### config.mk
export PLATFORM = sky130hd
export DESIGN_NAME = vga_dtg_world
export DESIGN_NICKNAME = d
export VERILOG_FILES = /design/src/rtl/vga_dtg_world.sv
export SDC_FILE = /design/constraint.sdc
export NUM_CORES = 1
export LEC_CHECK = 0
export CAP_MARGIN = 10
export CORE_UTILIZATION = 46
export CTS_CLUSTER_DIAMETER = 120
export DETAILED_ROUTE_END_ITERATION = 10
export PLACE_DENSITY = 0.75
export SLEW_MARGIN = 20
export SYNTH_ARGS = -nofsm -noshare
export SYNTH_HDL_FRONTEND = slang
export SYNTH_SLANG_ARGS = --single-unit
### constraint.sdc
create_clock -name clock -period 2.6 [get_ports clock]
set_input_delay 0.52 -clock clock [delete_from_list [all_inputs] [get_ports clock]]
set_output_delay 0.52 -clock clock [all_outputs]
set_load 0.01 [all_outputs]
### src/rtl/vga_dtg_world.sv
// 640x480@60 display timing generator with rojobot world-map address stage.
// Syncs and video_on are delayed PIPE_DLY pixel ticks to match the map RAM read latency.
module vga_dtg_world #(
  parameter int   H_ACTIVE    = 640,
  parameter int   H_FP        = 16,
  parameter int   H_SYNC      = 96,
  parameter int   H_BP        = 48,
  parameter int   V_ACTIVE    = 480,
  parameter int   V_FP        = 10,
  parameter int   V_SYNC      = 2,
  parameter int   V_BP        = 33,
  parameter logic SYNC_ACTIVE = 1'b0,
  parameter int   PIPE_DLY    = 1
) (
  input  logic        clock,
  input  logic        reset,
  input  logic        pix_en,
  output logic        hsync,
  output logic        vsync,
  output logic        video_on,
  output logic [9:0]  pixel_column,
  output logic [9:0]  pixel_row,
  output logic [13:0] world_addr,
  output logic        in_world,
  output logic        frame_start
);

  localparam int H_TOTAL = H_ACTIVE + H_FP + H_SYNC + H_BP;
  localparam int V_TOTAL = V_ACTIVE + V_FP + V_SYNC + V_BP;

  localparam logic [9:0] H_LAST   = 10'(H_TOTAL - 1);
  localparam logic [9:0] V_LAST   = 10'(V_TOTAL - 1);
  localparam logic [9:0] HS_FIRST = 10'(H_ACTIVE + H_FP);
  localparam logic [9:0] HS_LAST  = 10'(H_ACTIVE + H_FP + H_SYNC - 1);
  localparam logic [9:0] VS_FIRST = 10'(V_ACTIVE + V_FP);
  localparam logic [9:0] VS_LAST  = 10'(V_ACTIVE + V_FP + V_SYNC - 1);
  localparam logic [9:0] H_VIS    = 10'(H_ACTIVE);
  localparam logic [9:0] V_VIS    = 10'(V_ACTIVE);
  localparam logic       SYNC_IDLE = ~SYNC_ACTIVE;

  // Sync fields are held at pin level so the outputs come straight off flops.
  typedef struct packed {
    logic hs;
    logic vs;
    logic von;
  } tmg_t;

  localparam tmg_t TMG_IDLE = '{hs: SYNC_IDLE, vs: SYNC_IDLE, von: 1'b0};

  logic [9:0]  hcount_q, hcount_d;
  logic [9:0]  vcount_q, vcount_d;
  logic        frame_start_q, frame_start_d;
  logic        in_world_q, in_world_d;
  logic [13:0] world_addr_q, world_addr_d;
  tmg_t        nx_raw;
  tmg_t        dl_q [PIPE_DLY+1];
  tmg_t        dl_d [PIPE_DLY+1];

  always_comb begin
    hcount_d      = hcount_q;
    vcount_d      = vcount_q;
    frame_start_d = 1'b0;
    if (pix_en) begin
      if (hcount_q == H_LAST) begin
        hcount_d = 10'd0;
        if (vcount_q == V_LAST) begin
          vcount_d      = 10'd0;
          frame_start_d = 1'b1;
        end else begin
          vcount_d = vcount_q + 10'd1;
        end
      end else begin
        hcount_d = hcount_q + 10'd1;
      end
    end
  end

  // Decode is taken from the next counts; stage 0 therefore lines up with the counters.
  always_comb begin
    nx_raw.hs  = ((hcount_d >= HS_FIRST) && (hcount_d <= HS_LAST)) ? SYNC_ACTIVE : SYNC_IDLE;
    nx_raw.vs  = ((vcount_d >= VS_FIRST) && (vcount_d <= VS_LAST)) ? SYNC_ACTIVE : SYNC_IDLE;
    nx_raw.von = (hcount_d < H_VIS) && (vcount_d < V_VIS);
  end

  always_comb begin
    dl_d = dl_q;
    if (pix_en) begin
      dl_d[0] = nx_raw;
      for (int k = 1; k <= PIPE_DLY; k++) begin
        dl_d[k] = dl_q[k-1];
      end
    end
  end

  // World map covers columns 0..511 and rows 0..479, four screen pixels per map cell.
  always_comb begin
    in_world_d   = in_world_q;
    world_addr_d = world_addr_q;
    if (pix_en) begin
      in_world_d   = (hcount_d < 10'd512) && (vcount_d < 10'd480);
      world_addr_d = in_world_d ? {vcount_d[8:2], hcount_d[8:2]} : 14'd0;
    end
  end

  always_ff @(posedge clock or posedge reset) begin
    if (reset) begin
      hcount_q      <= 10'd0;
      vcount_q      <= 10'd0;
      frame_start_q <= 1'b0;
      in_world_q    <= 1'b0;
      world_addr_q  <= 14'd0;
      for (int k = 0; k <= PIPE_DLY; k++) begin
        dl_q[k] <= TMG_IDLE;
      end
    end else begin
      hcount_q      <= hcount_d;
      vcount_q      <= vcount_d;
      frame_start_q <= frame_start_d;
      in_world_q    <= in_world_d;
      world_addr_q  <= world_addr_d;
      for (int k = 0; k <= PIPE_DLY; k++) begin
        dl_q[k] <= dl_d[k];
      end
    end
  end

  assign hsync        = dl_q[PIPE_DLY].hs;
  assign vsync        = dl_q[PIPE_DLY].vs;
  assign video_on     = dl_q[PIPE_DLY].von;
  assign pixel_column = hcount_q;
  assign pixel_row    = vcount_q;
  assign world_addr   = world_addr_q;
  assign in_world     = in_world_q;
  assign frame_start  = frame_start_q;

endmodule

* Word level (Yosys, flattened, before mapping)
Cells that the tools add are included.
** Cells by class
- Add/sub/neg operators :: 2
- Order comparisons :: 7
- Eq/ne operators :: 2
- Muxes and demuxes :: 11
- Reductions and logical operators :: 4
** Operator list (count)
- 10-bit two-way mux :: 5
- 10-bit by 1-bit adder with 10-bit output (second input constant) :: 2
- 10-bit == test (second input constant) :: 2
- 10-bit less-than comparator (second input constant) :: 2
- 14-bit two-way mux :: 1
- 10-bit >= comparator (second input constant) :: 1
- 10-bit by 9-bit >= comparator with 1-bit output (second input constant) :: 1
- 10-bit <= comparator (second input constant) :: 1
- 10-bit by 9-bit <= comparator with 1-bit output (second input constant) :: 1
- 10-bit by 9-bit less-than comparator with 1-bit output (second input constant) :: 1
- 1-bit two-way mux :: 5
- 1-bit logical AND :: 4
** Word-level totals
- Word-level logic and storage cells :: 37
- Flip-flop bits (word level) :: 42

* Depth between registers and ports, before layout
Gate-level depths: netlist of run 1.
- Depth in word-level cells :: 7
- Gate-level depth with buffers :: 9
- Gate-level depth less buffers :: 7

* Least setup slack after synthesis of run 1
OpenSTA, ideal clock, no wires.
- Path kind :: register -> register
- Start :: register hcount_q[0], in the netlist pixel_column[0]
- End :: register world_addr_q[7], in the netlist world_addr[7]
- Data required time :: 2480 ps
- Path buffers :: 1
- Cell stages (with the launch flop) :: 9
- Clock period less this slack :: 2605 ps
- Setup time :: 120 ps
- Data arrival time :: 2485 ps
- Setup slack :: -5 ps
- Cells stage by stage :: dfrtp_1 ha_1 nand4_1 or4_4 or3_1 a222oi_1 nor3_2 buf_6 a31o_1
** On the way
- Longest elaborated chain between the ends :: 6
- Elaborated cells between the ends (all ways) :: 10
- Classes of those cells :: 1 x add/sub; 2 x order compare; 1 x eq/ne; 5 x mux; 1 x reduce/logical
** RTL lines
- start, declared :: RTL line 50 : logic [9:0] hcount_q, hcount_d;
- start signal, assigned :: RTL line 116 : hcount_q <= hcount_d;
- 10-bit by 1-bit adder with 10-bit output / 10-bit == test (equally long branches) :: RTL line 73, 64
- 10-bit two-way mux :: RTL line 64 : if (hcount_q == H_LAST) begin
- 10-bit two-way mux :: RTL line 63 : if (pix_en) begin
- 10-bit less-than comparator / 10-bit by 9-bit less-than comparator with 1-bit output (equally long branches) :: RTL line 100 : in_world_d = (hcount_d < 10'd512) && (vcount_d < 10'd480);
- 1-bit logical AND :: RTL line 100
- 14-bit two-way mux (*) :: RTL line 101 : world_addr_d = in_world_d ? {vcount_d[8:2], hcount_d[8:2]} : 14'd0;
- end signal, assigned :: RTL line 120 : world_addr_q <= world_addr_d;
- end, declared :: RTL line 54 : logic [13:0] world_addr_q, world_addr_d;
Mark *: on every way between the ends. The rest lies on a longest branch, timed or not.
A chain may end at the register's enable or synchronous reset.

* Worst setup path after layout of run 1
- Start :: register hcount_q[6], in the netlist pixel_column[6]
- End :: register in_world_q, in the netlist in_world
** On the way
- Longest elaborated chain between the ends :: 5
- Elaborated cells between the ends (all ways) :: 9
- Classes of those cells :: 1 x add/sub; 2 x order compare; 1 x eq/ne; 4 x mux; 1 x reduce/logical
** RTL lines
- 10-bit by 1-bit adder with 10-bit output / 10-bit == test (equally long branches) :: RTL line 73, 64
- 10-bit two-way mux :: RTL line 64
- 10-bit two-way mux :: RTL line 63
- 10-bit less-than comparator / 10-bit by 9-bit less-than comparator with 1-bit output (equally long branches) :: RTL line 100
- 1-bit logical AND (*) :: RTL line 100
- end signal, assigned :: RTL line 119 : in_world_q <= in_world_d;
- end, declared :: RTL line 53 : logic in_world_q, in_world_d;
Marked as above.

==> flow_metrics.env, run 1 <==
export IMPL_yosys_area_top_type_share=0.436
export IMPL_cts_num_sinks=42
export IMPL_wirelength_mm=5.59
export IMPL_period_needed_ns=2.55
export IMPL_ant_nets=0
export IMPL_report_power_total_mw=1.65
export IMPL_clock_skew_ns=0.00605
export IMPL_grt_pass1_wl_mm=9.36
export IMPL_firstDrtPassIters=9
export IMPL_syn_area_per_cell_sq_um=10.1
export IMPL_antenna_cells=0
export IMPL_dieArea_sq_um=5020
export IMPL_synth_seq_cells=42
export IMPL_final_area_sq_um=3070
export IMPL_numCtsBuffers=5
export IMPL_synthToLayoutAreaGrowth_pct=40.8
export IMPL_cp_slowest_cell="or4_4"
export IMPL_slowest_delay_ns=0.55
export IMPL_synth_area_sq_um=2180
export IMPL_num_vias=2016
export IMPL_synth_cell_types=50
export IMPL_crit_chain="nand4bb_4 > or4_4 > or3_1 > a222oi_1 > buf_4 > nor3_4 > buf_6 > mux2_4"
export IMPL_drc=6
export IMPL_setup_tns_final_ns=0
export IMPL_coreArea_sq_um=4440
export IMPL_viasPerCell=5.76
export IMPL_track_usage=0.240
export IMPL_finalCritPeriodShare=0.979
export IMPL_cp_end_kind="register"
export IMPL_synth_seq_area_share=0.484
export IMPL_setup_viol=0
export IMPL_synthFlopType="dfrtp_1"
export IMPL_grt_pass1_vias=1934
export IMPL_start_util=0.491
export IMPL_initialDrtViolationCount=190
export IMPL_ir_drop_mv=0.338
export IMPL_dpl_instance_area_sq_um=2830
export IMPL_wl_per_cell_um=16.0
export IMPL_p_per_area_nw_per_um2=538
export IMPL_clockBufferDepth=2
export IMPL_path_class="reg2reg"
export IMPL_fp_dieW_um=70.9
export IMPL_arrival_ns=2.72
export IMPL_worstPathRequired_ns=2.78
export IMPL_leakagePower_nw=1.31
export IMPL_clock_insertion_delay_worst_skew_ns=0.29
export IMPL_gp_congestion=0.977
export IMPL_layout_drive_gt1_share=0.245
export IMPL_tightest_slew_ns=0.610
export IMPL_cts_htree_levels=2
export IMPL_async_flop_share=1.00
export IMPL_hold_violations=0
export IMPL_yosysWarnings=0
export IMPL_root_buffer="clkbuf_8"
export IMPL_yosysTopAreaCell="dfrtp_1"
export IMPL_syn_inst=217
export IMPL_max_freq_ghz=0.393
export IMPL_layout_nets=303
export IMPL_hp_class="reg2reg"
export IMPL_ioPinCount=42
export IMPL_synth_edf_count=0
export IMPL_cts_hold_buf=0
export IMPL_cp_start_kind="register"
export IMPL_antenna_found_initial=0
export IMPL_syn_nets=223
export IMPL_cts_tree="done"
export IMPL_violations="design-rule violations"
export IMPL_hpwlAfterDp_mm=3.76
export IMPL_status="complete, but fails checks"
export IMPL_synth_area_leaders="dfrtp_1 44%, dfstp_2 4.8%, a22o_1 4.0%, o21ai_0 3.2%, xnor2_1 2.8%"
export IMPL_die_y_um=70.9
export IMPL_path_clk_slew_ns=0.07
export IMPL_grt_ovfl_total=0
export IMPL_rows=24
export IMPL_slew_violations=0
export IMPL_critPathMaxFanout=6
export IMPL_relSlewSlack=0.590
export IMPL_portBuffers=41
export IMPL_grt_max_degree=43
export IMPL_cap_viol_max_count=0
## where the power goes
part / total (mW) / internal [mW] / switching, mW
Sequential: 0.736 / 0.700 / 0.0360
Combinational: 0.488 / 0.260 / 0.228
Clock: 0.429 / 0.214 / 0.215
## worst max-delay path: cells and delay by family (launching register included)
kind / cells / cell delay, ns
DFF: 1 / 0.38
AOI/OAI and AO/OA: 1 / 0.26
muxes: 1 / 0.25
and+or+nand+nor: 4 / 1.22
buffers and inverters: 2 / 0.32
## synth_stat cells, drive strengths merged (3+ instances only)
cell type / n
nor3: 8
and3: 4
dfstp: 4
nand3: 12
mux2: 5
ha: 3
o21ai: 15
a21oi: 3
dfrtp: 38
a31oi: 4
xnor2: 7
and2: 9
o21a: 3
nand4: 7
a22o: 10
inv: 7
nor2: 10
buf: 3
clkbuf: 11
nand2: 13
a31o: 4
nor2b: 5
or3: 4
## worst paths after layout
kind                            cells past startpoint             from     endpoint  slack (ns)
worst min-delay path                                2          dl_q[3]      dl_q[3]        0.50
worst max-delay path                                8  pixel_column[6]     in_world        0.05
max in group asynchronous                           3            reset      dl_q[5]        1.57
worst max register to register                      8  pixel_column[6]     in_world        0.05
min in group asynchronous                           3            reset  frame_start        0.66
worst min register to register                      2          dl_q[3]      dl_q[3]        0.50
## what timing repair did
item / 4_1_cts / 5_1_grt
pin swaps: 6 / 4
cloned: 0 / 0
setup endpoints to repair: 16 / 17
setup buffers: 10 / 5
gates resized for setup: 9 / 2
## layout by cell type (no fill, tap or decap), types with 2 or more instances in the layout
master,Yosys,layout
xnor2_1,7,7
a21oi_1,3,3
nor2b_1,5,5
o21a_1,3,3
a31oi_1,4,4
nor3_1,7,7
xor2_1,2,2
mux2_2,5,4
a22o_1,10,10
clkbuf_8,0,6
a31o_2,3,3
o21ai_0,14,14
o41ai_1,2,2
clkdlybuf4s50_1,0,40
dfrtp_1,38,37
nor4_1,2,2
and4_1,2,2
o211ai_1,2,2
nor2_1,10,10
buf_4,0,44
inv_1,7,7
nand4_1,7,7
and2_1,9,8
dfstp_2,4,4
o31ai_1,2,2
buf_6,1,2
ha_1,3,2
nand3_1,12,12
nand2_1,13,13
and3_1,4,4
or3_1,4,3
## metrics by stage
| step | std cells | hold slack [ns] | util | worst slack (ns) |
|---|---|---|---|---|
| floorplan | 217 | 0.441 | - | 0.0233 |
| global route | 350 | 0.513 | 0.691 | -0.00847 |
| finish | 350 | 0.497 | 0.691 | 0.0548 |
| global placement | 327 | 0.473 | 0.637 | -0.504 |
| CTS | 345 | 0.496 | 0.682 | -0.000302 |
| detailed placement | 327 | 0.468 | 0.637 | -0.570 |
## kinds of logic after synthesis
group,synth area share
simple gates,0.221
flops,0.484
buf+inv,0.0419
mux,0.0258
fa+ha+maj,0.0218
xor+xnor,0.0361
compound gates,0.170
## layout make-up
cell class	count	area (sq um)
clock buffer	7	86.3
clock inverter	1	5.00
fill	346	1370
inverter	8	30.0
multi-input combinational	153	1070
sequential	42	1060
tap	52	65.1
timing repair buffer	87	762
## registers in the layout (all words and copies together) (netlist names), 3 cells and up
| register | cells |
|---|---|
| world_addr | 14 |
| pixel_column | 10 |
| pixel_row | 10 |
| dl_q | 3 |
## layer usage
| layer | track usage | vias to the layer above | routed length, um |
|---|---|---|---|
| met5 | 0 | - | 0 |
| met4 | 0.0911 | 0 | 112 |
| met3 | 0.0456 | 13 | 317 |
| met2 | 0.369 | 81 | 2590 |
| met1 | 0.339 | 961 | 2570 |
| li1 | - | 961 | - |
(Power assumes the default switching activity.)
==> inputs of run 2 (changes only) <==
--- a/config.mk
+++ b/config.mk
@@ -10,6 +10,7 @@
 export CTS_CLUSTER_DIAMETER = 120
 export DETAILED_ROUTE_END_ITERATION = 10
 export PLACE_DENSITY = 0.75
+export SKIP_CTS_REPAIR_TIMING = 1
 export SLEW_MARGIN = 20
 export SYNTH_ARGS = -nofsm -noshare
 export SYNTH_HDL_FRONTEND = slang
==> flow_metrics.env, run 2 (synthesis results as in run 1) <==
export IMPL_start_util=0.491
export IMPL_dieArea_sq_um=5020
export IMPL_period_needed_ns=2.77
export IMPL_leakagePower_nw=1.29
export IMPL_grt_pass1_wl_mm=9.00
export IMPL_final_cell_mix="40 x clkdlybuf4s50_1, 38 x dfrtp_1, 36 x buf_4"
export IMPL_coreArea_sq_um=4440
export IMPL_relSlewSlack=0.589
export IMPL_timing_hold_ws_ns=0.498
export IMPL_critical_path_buf_inv_count=2
export IMPL_max_freq_ghz=0.361
export IMPL_rows=24
export IMPL_ff2ff_path_depth=9
export IMPL_firstDrtPassIters=9
export IMPL_drc=6
export IMPL_hpwlAfterDp_mm=3.76
export IMPL_layout_nets=296
export IMPL_ant_nets=0
export IMPL_cp_top_family="simple AND/OR/NAND/NOR gates"
export IMPL_initialDrtViolationCount=243
export IMPL_gp_congestion=0.977
export IMPL_layout_drive_gt1_share=0.227
export IMPL_finalCritPeriodShare=1.07
export IMPL_path_clk_slew_ns=0.08
export IMPL_crit_chain="ha_2 > nand4_1 > or4_4 > or3_4 > a222oi_1 > buf_4 > nor3_4 > buf_6 > mux2_4"
export IMPL_fp_dieW_um=70.9
export IMPL_root_buffer="clkbuf_8"
export IMPL_hold_violations=0
export IMPL_wl_per_cell_um=16.1
export IMPL_final_common_cell="clkdlybuf4s50_1"
export IMPL_setup_ws_ns=-0.171
export IMPL_grt_setup_unrepaired="true"
export IMPL_rr_startpoint="pixel_column[1]"
export IMPL_slew_violations=0
export IMPL_violations="design-rule violations, negative setup slack"
export IMPL_portBuffers=41
export IMPL_numCtsBuffers=5
export IMPL_min_delay_path_depth=2
export IMPL_cts_tree="done"
export IMPL_p_per_area_nw_per_um2=532
export IMPL_worstPathRequired_ns=2.78
export IMPL_track_usage=0.229
export IMPL_antenna_found_initial=0
export IMPL_critPathMaxFanout=7
export IMPL_clock_insertion_delay_worst_skew_ns=0.29
export IMPL_synthToLayoutAreaGrowth_pct=38.9
export IMPL_path_class="reg2reg"
export IMPL_antenna_cells=0
export IMPL_grt_max_degree=43
export IMPL_hp_class="reg2reg"
export IMPL_setup_viol=15
export IMPL_cts_num_sinks=42
export IMPL_viasPerCell=5.85
export IMPL_cp_start_kind="register"
export IMPL_cts_htree_levels=2
export IMPL_slowest_delay_ns=0.61
export IMPL_clockBufferDepth=2
export IMPL_cp_end_kind="register"
export IMPL_cp_slowest_cell="or4_4"
export IMPL_num_vias=2007
export IMPL_grt_pass1_vias=1793
export IMPL_clock_skew_ns=0.00236
export IMPL_ioPinCount=42
export IMPL_die_y_um=70.9
export IMPL_grt_ovfl_total=0
export IMPL_reg2reg_slack_ns=-0.17
export IMPL_cap_viol_max_count=0
export IMPL_arrival_ns=2.95
export IMPL_wirelength_mm=5.52
export IMPL_ir_drop_mv=0.335
export IMPL_nFillCells=347
export IMPL_largest_reg_flops=14
export IMPL_tightest_slew_ns=0.612
export IMPL_status="complete, but fails checks"
export IMPL_report_power_total_mw=1.61
export IMPL_hp_start="dl_q[4]"
export IMPL_r2r_end="in_world"
export IMPL_worstHoldEndpoint="dl_q[4]"
[run 2: cell type report]
class	instances	area, sq um	share of cell area
Multi-Input combinational cell	153	1070	0.354
Sequential cell	42	1060	0.348
Timing Repair Buffer	80	717	0.236
Clock buffer	7	86.3	0.0285
Tap cell	52	65.1	0.0215
Inverter	8	30.0	0.00991
Clock inverter	1	5.00	0.00165
[run 2: per-layer routing]
layer / global-route usage / wire, um / vias up
met5: 0 / 0 / -
met4: 0.0733 / 144 / 0
met3: 0.0427 / 320 / 16
met2: 0.344 / 2580 / 84
met1: 0.337 / 2480 / 960
li1: - / - / 947
[run 2: per-stage QoR]
| step | utilization | setup WS, ns | std cells | instance area (sq um) | TNS (ns) |
|---|---|---|---|---|---|
| after floorplan | - | 0.0233 | 217 | 2180 | 0 |
| after global placement | 0.637 | -0.504 | 327 | 2830 | -7.38 |
| after detailed placement | 0.637 | -0.570 | 327 | 2830 | -8.32 |
| after CTS | 0.657 | -0.256 | 335 | 2920 | -3.18 |
| after global routing | 0.682 | -0.226 | 343 | 3030 | -2.79 |
| final | 0.682 | -0.171 | 343 | 3030 | -1.82 |
[run 2: worst max-delay path by stage]
stage	depth (start not counted)	start	endpoint	slack, ns
2_1_floorplan	8	pixel_column[0]	world_addr[7]	0.02
3_3_place_gp	7	pix_en	in_world	-0.50
3_5_place_dp	7	pix_en	in_world	-0.57
4_1_cts	7	pix_en	in_world	-0.26
5_1_grt	9	pixel_column[1]	in_world	-0.23
6_report	9	pixel_column[1]	in_world	-0.17
[run 2: worst register-to-register path: stages (launching register included)]
cell and delay (ns):
dfrtp_1 0.37, ha_2 0.21, nand4_1 0.12, or4_4 0.61
or3_4 0.35, a222oi_1 0.36, buf_4 0.20, nor3_4 0.05
buf_6 0.13, mux2_4 0.25
[run 2: report_power, final]
part           internal (mW)  switching [mW]  total [mW]
registers              0.700          0.0306       0.730
logic                  0.233           0.218       0.450
clock network          0.214           0.217       0.432
